--- config.mk ---
export PLATFORM = sky130hd
export DESIGN_NAME = gpio_intr_sched
export DESIGN_NICKNAME = d
export VERILOG_FILES = /design/src/rtl/gpio_intr_sched.sv
export SDC_FILE = /design/constraint.sdc
export NUM_CORES = 1
export LEC_CHECK = 0
export ABC_AREA = 1
export CORE_UTILIZATION = 48
export DETAILED_ROUTE_END_ITERATION = 8
export MAX_ROUTING_LAYER = met4
export PLACE_DENSITY = 0.77
export SLEW_MARGIN = 20
export SYNTH_ARGS = -nofsm -noshare
export SYNTH_HDL_FRONTEND = slang
export SYNTH_SLANG_ARGS = --single-unit
--- constraint.sdc ---
create_clock -name pclk -period 2.7 [get_ports pclk]
set_input_delay 0.27 -clock pclk [delete_from_list [all_inputs] [get_ports pclk]]
set_output_delay 0.27 -clock pclk [all_outputs]
set_load 0.005 [all_outputs]
--- src/rtl/gpio_intr_sched.sv ---
// Interrupt scheduler: picks one of eight pending GPIO interrupts, presents it to the CPU,
// tracks claim/complete, issues EOI pulses for edge sources and times out unclaimed requests.
module gpio_intr_sched #(
   parameter bit PRIO_RR = 1'b1,
   parameter int TMO_W   = 8
) (
   input  logic             pclk,
   input  logic             presetn,
   input  logic [7:0]       gpio_intr,
   input  logic [7:0]       gpio_inttype_level,
   input  logic             sched_en,
   input  logic             cpu_claim,
   input  logic             cpu_complete,
   input  logic [TMO_W-1:0] tmo_limit,
   input  logic             tmo_clr,
   output logic             irq_out,
   output logic [2:0]       irq_id,
   output logic [7:0]       gpio_porta_eoi,
   output logic             sched_busy,
   output logic             tmo_flag
);

   typedef enum logic [1:0] {IDLE, PEND, SERV, EOI} state_e;

   state_e           state_q, state_d;
   logic [2:0]       irq_id_q, irq_id_d;
   logic [2:0]       rr_ptr_q, rr_ptr_d;
   logic [TMO_W-1:0] cnt_q, cnt_d;
   logic             tmo_flag_q, tmo_flag_d;
   logic             post_eoi_q;
   logic             irq_out_q, busy_q;
   logic [7:0]       eoi_q;

   logic [7:0]       elig;
   logic [2:0]       start, idx, win;
   logic             found;
   logic [TMO_W:0]   cnt_inc;
   logic             tmo_hit;

   // The source just acknowledged is masked for one IDLE cycle while the GPIO block clears it.
   always_comb begin
      elig  = gpio_intr & ~(post_eoi_q ? (8'b1 << irq_id_q) : 8'b0);
      start = PRIO_RR ? rr_ptr_q : 3'd0;
      idx   = 3'd0;
      win   = 3'd0;
      found = 1'b0;
      for (int i = 0; i < 8; i++) begin
         idx = start + 3'(i);
         if (!found && elig[idx]) begin
            win   = idx;
            found = 1'b1;
         end
      end
   end

   // irq_out stays high exactly tmo_limit cycles, so the limit is hit one count early.
   always_comb begin
      cnt_inc = {1'b0, cnt_q} + {{TMO_W{1'b0}}, 1'b1};
      tmo_hit = (tmo_limit != '0) && (cnt_inc == {1'b0, tmo_limit});
   end

   always_comb begin
      state_d    = state_q;
      irq_id_d   = irq_id_q;
      rr_ptr_d   = rr_ptr_q;
      cnt_d      = cnt_q;
      tmo_flag_d = tmo_flag_q & ~tmo_clr;
      case (state_q)
         IDLE: begin
            if (sched_en && found) begin
               state_d  = PEND;
               irq_id_d = win;
               cnt_d    = '0;
            end
         end
         PEND: begin
            if (cpu_claim) begin
               state_d = SERV;
            end else if (!gpio_intr[irq_id_q] || !sched_en) begin
               state_d = IDLE;
            end else if (tmo_hit) begin
               state_d    = IDLE;
               tmo_flag_d = 1'b1;
               rr_ptr_d   = irq_id_q + 3'd1;
            end else if (cnt_q != '1) begin
               cnt_d = cnt_inc[TMO_W-1:0];
            end
         end
         SERV: begin
            if (cpu_complete) begin
               rr_ptr_d = irq_id_q + 3'd1;
               state_d  = gpio_inttype_level[irq_id_q] ? EOI : IDLE;
            end
         end
         EOI:     state_d = IDLE;
         default: state_d = IDLE;
      endcase
   end

   // Outputs are decoded from the next state so every port comes straight from a flop.
   always_ff @(posedge pclk or negedge presetn) begin
      if (!presetn) begin
         state_q    <= IDLE;
         irq_id_q   <= 3'd0;
         rr_ptr_q   <= 3'd0;
         cnt_q      <= '0;
         tmo_flag_q <= 1'b0;
         post_eoi_q <= 1'b0;
         irq_out_q  <= 1'b0;
         busy_q     <= 1'b0;
         eoi_q      <= 8'd0;
      end else begin
         state_q    <= state_d;
         irq_id_q   <= irq_id_d;
         rr_ptr_q   <= rr_ptr_d;
         cnt_q      <= cnt_d;
         tmo_flag_q <= tmo_flag_d;
         post_eoi_q <= (state_q == EOI);
         irq_out_q  <= (state_d == PEND);
         busy_q     <= (state_d != IDLE);
         eoi_q      <= (state_d == EOI) ? (8'b1 << irq_id_d) : 8'd0;
      end
   end

   assign irq_out        = irq_out_q;
   assign irq_id         = irq_id_q;
   assign gpio_porta_eoi = eoi_q;
   assign sched_busy     = busy_q;
   assign tmo_flag       = tmo_flag_q;

endmodule
# --- Yosys cells after proc, flatten, opt, wreduce, memory -nomap -nowiden ---
# Cells that the tools add are included.
classes:
  n_reduce_logical: 26
  bitwise: 4
  n_addsub: 9
  eq_ne: 14
  shift: 2
  n_mux: 62
  order_cmp: 9
op_table:
  columns: ["operator", "n"]
  rows:
  - ["$mux W8", 7]
  - ["$mux W3", 14]
  - ["$lt A3 B4 Y1 const B", 9]
  - ["$bmux W1 S3", 10]
  - ["$mux W1", 22]
  - ["$pmux W8 S2", 1]
  - ["$shl A1 B3 Y8 const A", 2]
  - ["$ne A2 B2 Y1 const B", 7]
  - ["$add A3 B3 Y3 const B", 4]
  - ["$mux W2", 6]
  - ["$add A8 B1 Y9 const B", 1]
  - ["$eq A9 B8 Y1", 1]
  - ["$logic_and A1 B1 Y1", 9]
  - ["$logic_not A1 Y1", 9]
  - ["$and A8 B8 Y8", 1]
  - ["$ne A8 B8 Y1 const B", 1]
  - ["$not A8 Y8", 1]
  - ["$pmux W2 S4", 1]
  - ["$reduce_bool A8 Y1", 1]
  - ["$add A3 B1 Y3 const B", 2]
  - ["$add A3 B2 Y3 const B", 2]
  - ["$eq A2 B2 Y1 const B", 3]
  - ["$pmux W3 S2", 1]
  - ["$reduce_and A6 Y1", 1]
  - ["other kinds (7)", 10]
totals:
  output_inout_bits: 14
  reg_bits: 28

# --- Longest topological paths before layout ---
# Gate-level depths: netlist of the first run.
depth:
  ltp_word: 33
  mapped_depth: 21

# --- Worst setup path before layout of the first run ---
# No wires, ideal clock.
synth_timing:
  kind: "flip-flop to flip-flop"
  from: "register irq_id_q[0], in the netlist irq_id[0]"
  to: "register cnt_q[2]"
  t_arrival_ns: 2.479
  setup_slack_ns: 0.089
  t_required_ns: 2.569
  synth_period_minus_slack_ns: 2.611
  path_buffers: 1
  path_stages_with_launch: 18
  cell_sequence: "dfrtp_1 clkbuf_1 clkinv_1 ha_1 nand3_1 nand3_1 nand3_1 nand2_1 nand2_1 nand2_1 nand4_4 nor2_4 nand3_2 nand2_4 o31ai_1 nand2_2 nand2_1 o21ai_0"
synth_via:
  elab_chain_cells: 31
  elab_cells_between_ends: 50
synth_lines:
  columns: ["item", "line", "source"]
  rows:
  - ["from (decl)", "26", "logic [2:0] irq_id_q, irq_id_d;"]
  - ["from (signal assigned)", "114", "irq_id_q <= irq_id_d;"]
  - ["$shl A1 B3 Y8", "42", "elig = gpio_intr & ~(post_eoi_q ? (8'b1 << irq_id_q) : 8'b0);"]
  - ["$mux W8", "42", null]
  - ["$not A8 Y8", "42", null]
  - ["$and A8 B8 Y8", "42", null]
  - ["$bmux W1 S3", "49", "if (!found && elig[idx]) begin"]
  - ["$mux W1 (not written as such)", "49", null]
  - ["$mux W1", "49", null]
  - ["$logic_not A1 Y1", "49", null]
  - ["(+15 left out)", null, null]
  - ["$logic_and A1 B1 Y1", "49", null]
  - ["$mux W1", "49", null]
  - ["$logic_not A1 Y1", "49", null]
  - ["$logic_and A1 B1 Y1", "49", null]
  - ["$mux W1", "49", null]
  - ["$logic_and A1 B1 Y1", "70", "if (sched_en && found) begin"]
  - ["$ne A2 B2 Y1 (no source line)", null, null]
  - ["$reduce_and A6 Y1 (no source line) (*)", null, null]
  - ["to (signal assigned)", "116", "cnt_q <= cnt_d;"]
  - ["to (decl)", "28", "logic [TMO_W-1:0] cnt_q, cnt_d;"]
# Every way passes the cells marked *; elsewhere a longest branch is shown, timed or not. The select of a mux whose other input is x is not followed.
# A chain may end at the register's enable or synchronous reset.

# --- Worst setup path after layout of the first run ---
layout_timing:
  from: "register irq_id_q[0], in the netlist irq_id[0]"
  to: "register cnt_q[0]"
# The elaborated chain is that of the path after synthesis.

==> results of run 1 <==
-- power by group --
group | total, mW | internal, mW | switching, mW
clock | 0.266 | 0.131 | 0.135
sequential | 0.678 | 0.516 | 0.162
combinational | 3.40 | 1.30 | 2.10
-- final cells by class --
class	instances	area [µm²]
Multi-Input combinational cell	275	1910
Fill cell	336	1260
Sequential cell	28	704
Timing Repair Buffer	68	626
Inverter	37	150
Tap cell	67	83.8
Clock buffer	4	55.1
-- layer usage --
layer	part of all wire, %	up-vias	routed length, µm
li1	-	1279	-
met1	41	1251	3220
met2	48	148	3790
met3	6.9	31	546
met4	4.0	0	317
met5	0	-	0
-- cells by family (layout without fill, tap and decap cells) --
kind of cell | Yosys count | count (layout) | share of synthesized area, %
simple gates | 217 | 217 | 44.3
buf+inv | 44 | 109 | 7.82
compound gates | 38 | 38 | 8.95
flops | 28 | 28 | 28.8
xor+xnor | 11 | 11 | 5.50
fa+ha+maj | 9 | 9 | 4.63
-- registers in the layout, summed over array words and instances (netlist names) --
| register | cells |
|---|---|
| sched_busy | 1 |
| tmo_flag | 1 |
| state_q | 2 |
| gpio_porta_eoi | 8 |
| post_eoi_q | 1 |
| rr_ptr_q | 3 |
| cnt_q | 8 |
| irq_out | 1 |
| irq_id | 3 |
-- cells in the final DEF, fill, tap and decap left out, types with 7 or more instances in the layout --
master,netlist,routed
sky130_fd_sc_hd__nand2_2,3,11
sky130_fd_sc_hd__dfrtp_1,28,25
sky130_fd_sc_hd__nand4_1,8,8
sky130_fd_sc_hd__inv_1,28,27
sky130_fd_sc_hd__buf_4,1,23
sky130_fd_sc_hd__nand3_1,51,22
sky130_fd_sc_hd__nand3_2,12,25
sky130_fd_sc_hd__a21oi_1,7,7
sky130_fd_sc_hd__clkdlybuf4s50_1,0,43
sky130_fd_sc_hd__nand3_4,0,16
sky130_fd_sc_hd__nand2_1,86,76
sky130_fd_sc_hd__nor2_1,40,39
sky130_fd_sc_hd__o21ai_0,20,19
-- metrics by stage --
| stage | total power [mW] | setup WS [ps] | instance area [µm²] | hold WS [ps] |
|---|---|---|---|---|
| finish | 4.34 | -65.3 | 3520 | 360 |
| global route | 4.66 | -224 | 3520 | 406 |
| CTS | 3.55 | 4.57 | 3050 | 380 |
| detailed placement | 3.26 | -114 | 2990 | 490 |
| global placement | 3.22 | -55.4 | 2990 | 470 |
| floorplan | 2.60 | 89.4 | 2430 | -25.6 |
-- what timing repair did --
| action | CTS | global route |
|---|---|---|
| pin swaps | 2 | 21 |
| setup endpoints to repair | 16 | 18 |
| resized for setup | 1 | 78 |
| setup buffers | 1 | 12 |
-- worst max-delay path by stage --
stage	slack, ps	cells after the start	end
6_report	-70	16	cnt_q[0]$_DFFE_PN0P_
5_1_grt	-220	16	cnt_q[0]$_DFFE_PN0P_
3_5_place_dp	-110	15	cnt_q[3]$_DFFE_PN0P_
3_3_place_gp	-60	16	gpio_porta_eoi[7]$_DFF_PN0_
2_1_floorplan	90	17	cnt_q[2]$_DFFE_PN0P_
4_1_cts	5	15	cnt_q[7]$_DFFE_PN0P_
==> impl_metrics.yaml, run 1 <==
finish:
  instances_no_fill: 479
  proportion_of_layout_cells_with_a_drive_suffix_above_1_pct: 28.4
  insertedDiodeCount: 0
  final_util_pct: 73.6
  layout-area-overhead-vs-synth_pct: 44.9
  finish.net_count: 452
logic_synthesis:
  synth-warning-count: 0
  async_reset_ff_share_pct: 100
  yosys.cell_count.top_type: "sky130_fd_sc_hd__nand2_1"
  synthesis.nets: 386
  ys_seq_elements: 28
  yosysTopAreaCell: "sky130_fd_sc_hd__dfrtp_1"
  syn_area_cell_um2: 7.01
  yosys.cell_types.count: 39
  ys_top_cells_by_area: "sky130_fd_sc_hd__dfrtp_1, sky130_fd_sc_hd__nand2_1, sky130_fd_sc_hd__nand3_1, sky130_fd_sc_hd__nor2_1, sky130_fd_sc_hd__nand3_2"
  top_cells_by_count_synth: "sky130_fd_sc_hd__nand2_1, sky130_fd_sc_hd__nand3_1, sky130_fd_sc_hd__nor2_1"
  synth_enable_flop_cells: 0
  syn-cell-area_um2: 2430
  synth_seq_area_share_pct: 28.8
  postSynth.topFlopCell: "sky130_fd_sc_hd__dfrtp_1"
  yosys.area.top_type_share_pct: 28.8
  synthCells: 347
worst_setup_path:
  cp-start-kind: "flop"
  worst-path-buf-inv: 2
  regToRegEndpoint: "cnt_q[0]$_DFFE_PN0P_"
  max_stage_delay_cell_worst_path: "sky130_fd_sc_hd__dfrtp_2"
  delay_of_the_slowest_critical_path_stage_ps: 510
  worst-r2r-cell-count: 16
  worstPathCellList: "clkinvlp_4, ha_4, nand3_2, nand3_2, nand3_1, nand3_1, nand2_2, inv_2, nand4_4, nor2_4, nand3_2, nand2_4, o31ai_1, nand2_2, nand2_1, o21ai_0"
  crit_fanout: 8
  regToRegStartpoint: "irq_id[0]$_DFF_PN0_"
  critical_path.most_common_cell: "sky130_fd_sc_hd__nand3_2"
  worst_path_dominant_cell_family: "simple AND/OR/NAND/NOR gates"
  critPathCaptureType: "flop"
  critical_path_required_ps: 2860
  cp_data_arrival_time_ps: 2920
  crit_type: "reg2reg"
  r2r_setup_slack_ps: -70
  critPathLaunch: "irq_id[0]$_DFF_PN0_"
clock_tree:
  clock_latency_ps: 280
  cts_buffers: 3
  htree_num_levels: 1
  buffer_depth_of_the_longest_clock_path: 2
  clkSlewWorstSetupHoldPaths_ps: 100
  tritoncts: "built"
  cts-hold-fix-buffers: 0
  cts_sinks: 28
  ctsRootBufferMaster: "sky130_fd_sc_hd__clkbuf_8"
sta:
  layout_worst_path_cycle_share_pct: 102
  relSlewSlack_pct: 58.8
  timing.final.hold_violations: 0
  timing_worst_slew_pin_value_ps: 618
  timing.final.max_slew_violations: 0
  finalSetupViolCount: 7
  layout_setup_ws_ps: -65.3
  fin_crit_ps: 2770
  skew_ps: 1.90
  fin_tns_setup_ps: -182
  max_freq_mhz: 362
global_routing:
  grt_first_pass_wirelength_mm: 10.5
  gr-usage-met1_pct: 35.4
  grt_busiest_layer: "met2"
  globalRouteOverflowTotal: 0
  vias_in_the_first_global_route: 2295
  use_met3_pct: 4.56
  grt_max_degree: 29
  global_route.usage.total_pct: 26.3
  globalRouteMet2Util_pct: 41.4
  grt_antenna_before_repair: 0
route:
  detail_route.first_pass.iterations: 6
  drt-initial-drc-count: 217
  route.vias.total: 2709
  wire_per_inst_um: 16.4
  postRouteAntennaNets: 0
  route.detailed.drc: 0
  finalWirelength_mm: 7.87
  post_drt_via_cell_ratio: 5.66
run_status:
  violations_in_the_final_reports: "setup timing"
  outcome: "finished, violations left"
placement:
  placed_cells_incl_taps: 462
  dp.final_hpwl_mm: 4.95
  gp_routability_congestion: 0.913
  place.port_buffers: 43
pwr:
  power-per-cell-area_nw_per_um2: 1230
  ir_drop_mv: 0.671
  p_leak_nw: 1.54
floorplan:
  core_area_um2: 4790
  effective_utilization_at_floorplan_pct: 50.8
  die_y_um: 73.2
  die_width_um: 73.2
  placement_rows: 25
  boundaryPins: 44
  die-area_um2: 5360
flow_run:
  cap_viol_max_count: 0
hold_path:
  worst_hold_path_type: "in2async"
Note: power is estimated with default switching activity, not from simulation.
==> inputs of run 2 (changes only) <==
- ABC_CLOCK_PERIOD_IN_PS: not set -> 2700
- CTS_CLUSTER_SIZE: not set -> 25
==> results of run 2 <==
Final layout, timing and power as in run 1 (identical DEF).
==> inputs of run 3 (changes only) <==
- SLEW_MARGIN: 20 -> 10
==> results of run 3 <==
Final layout, timing and power as in run 1 (identical DEF).
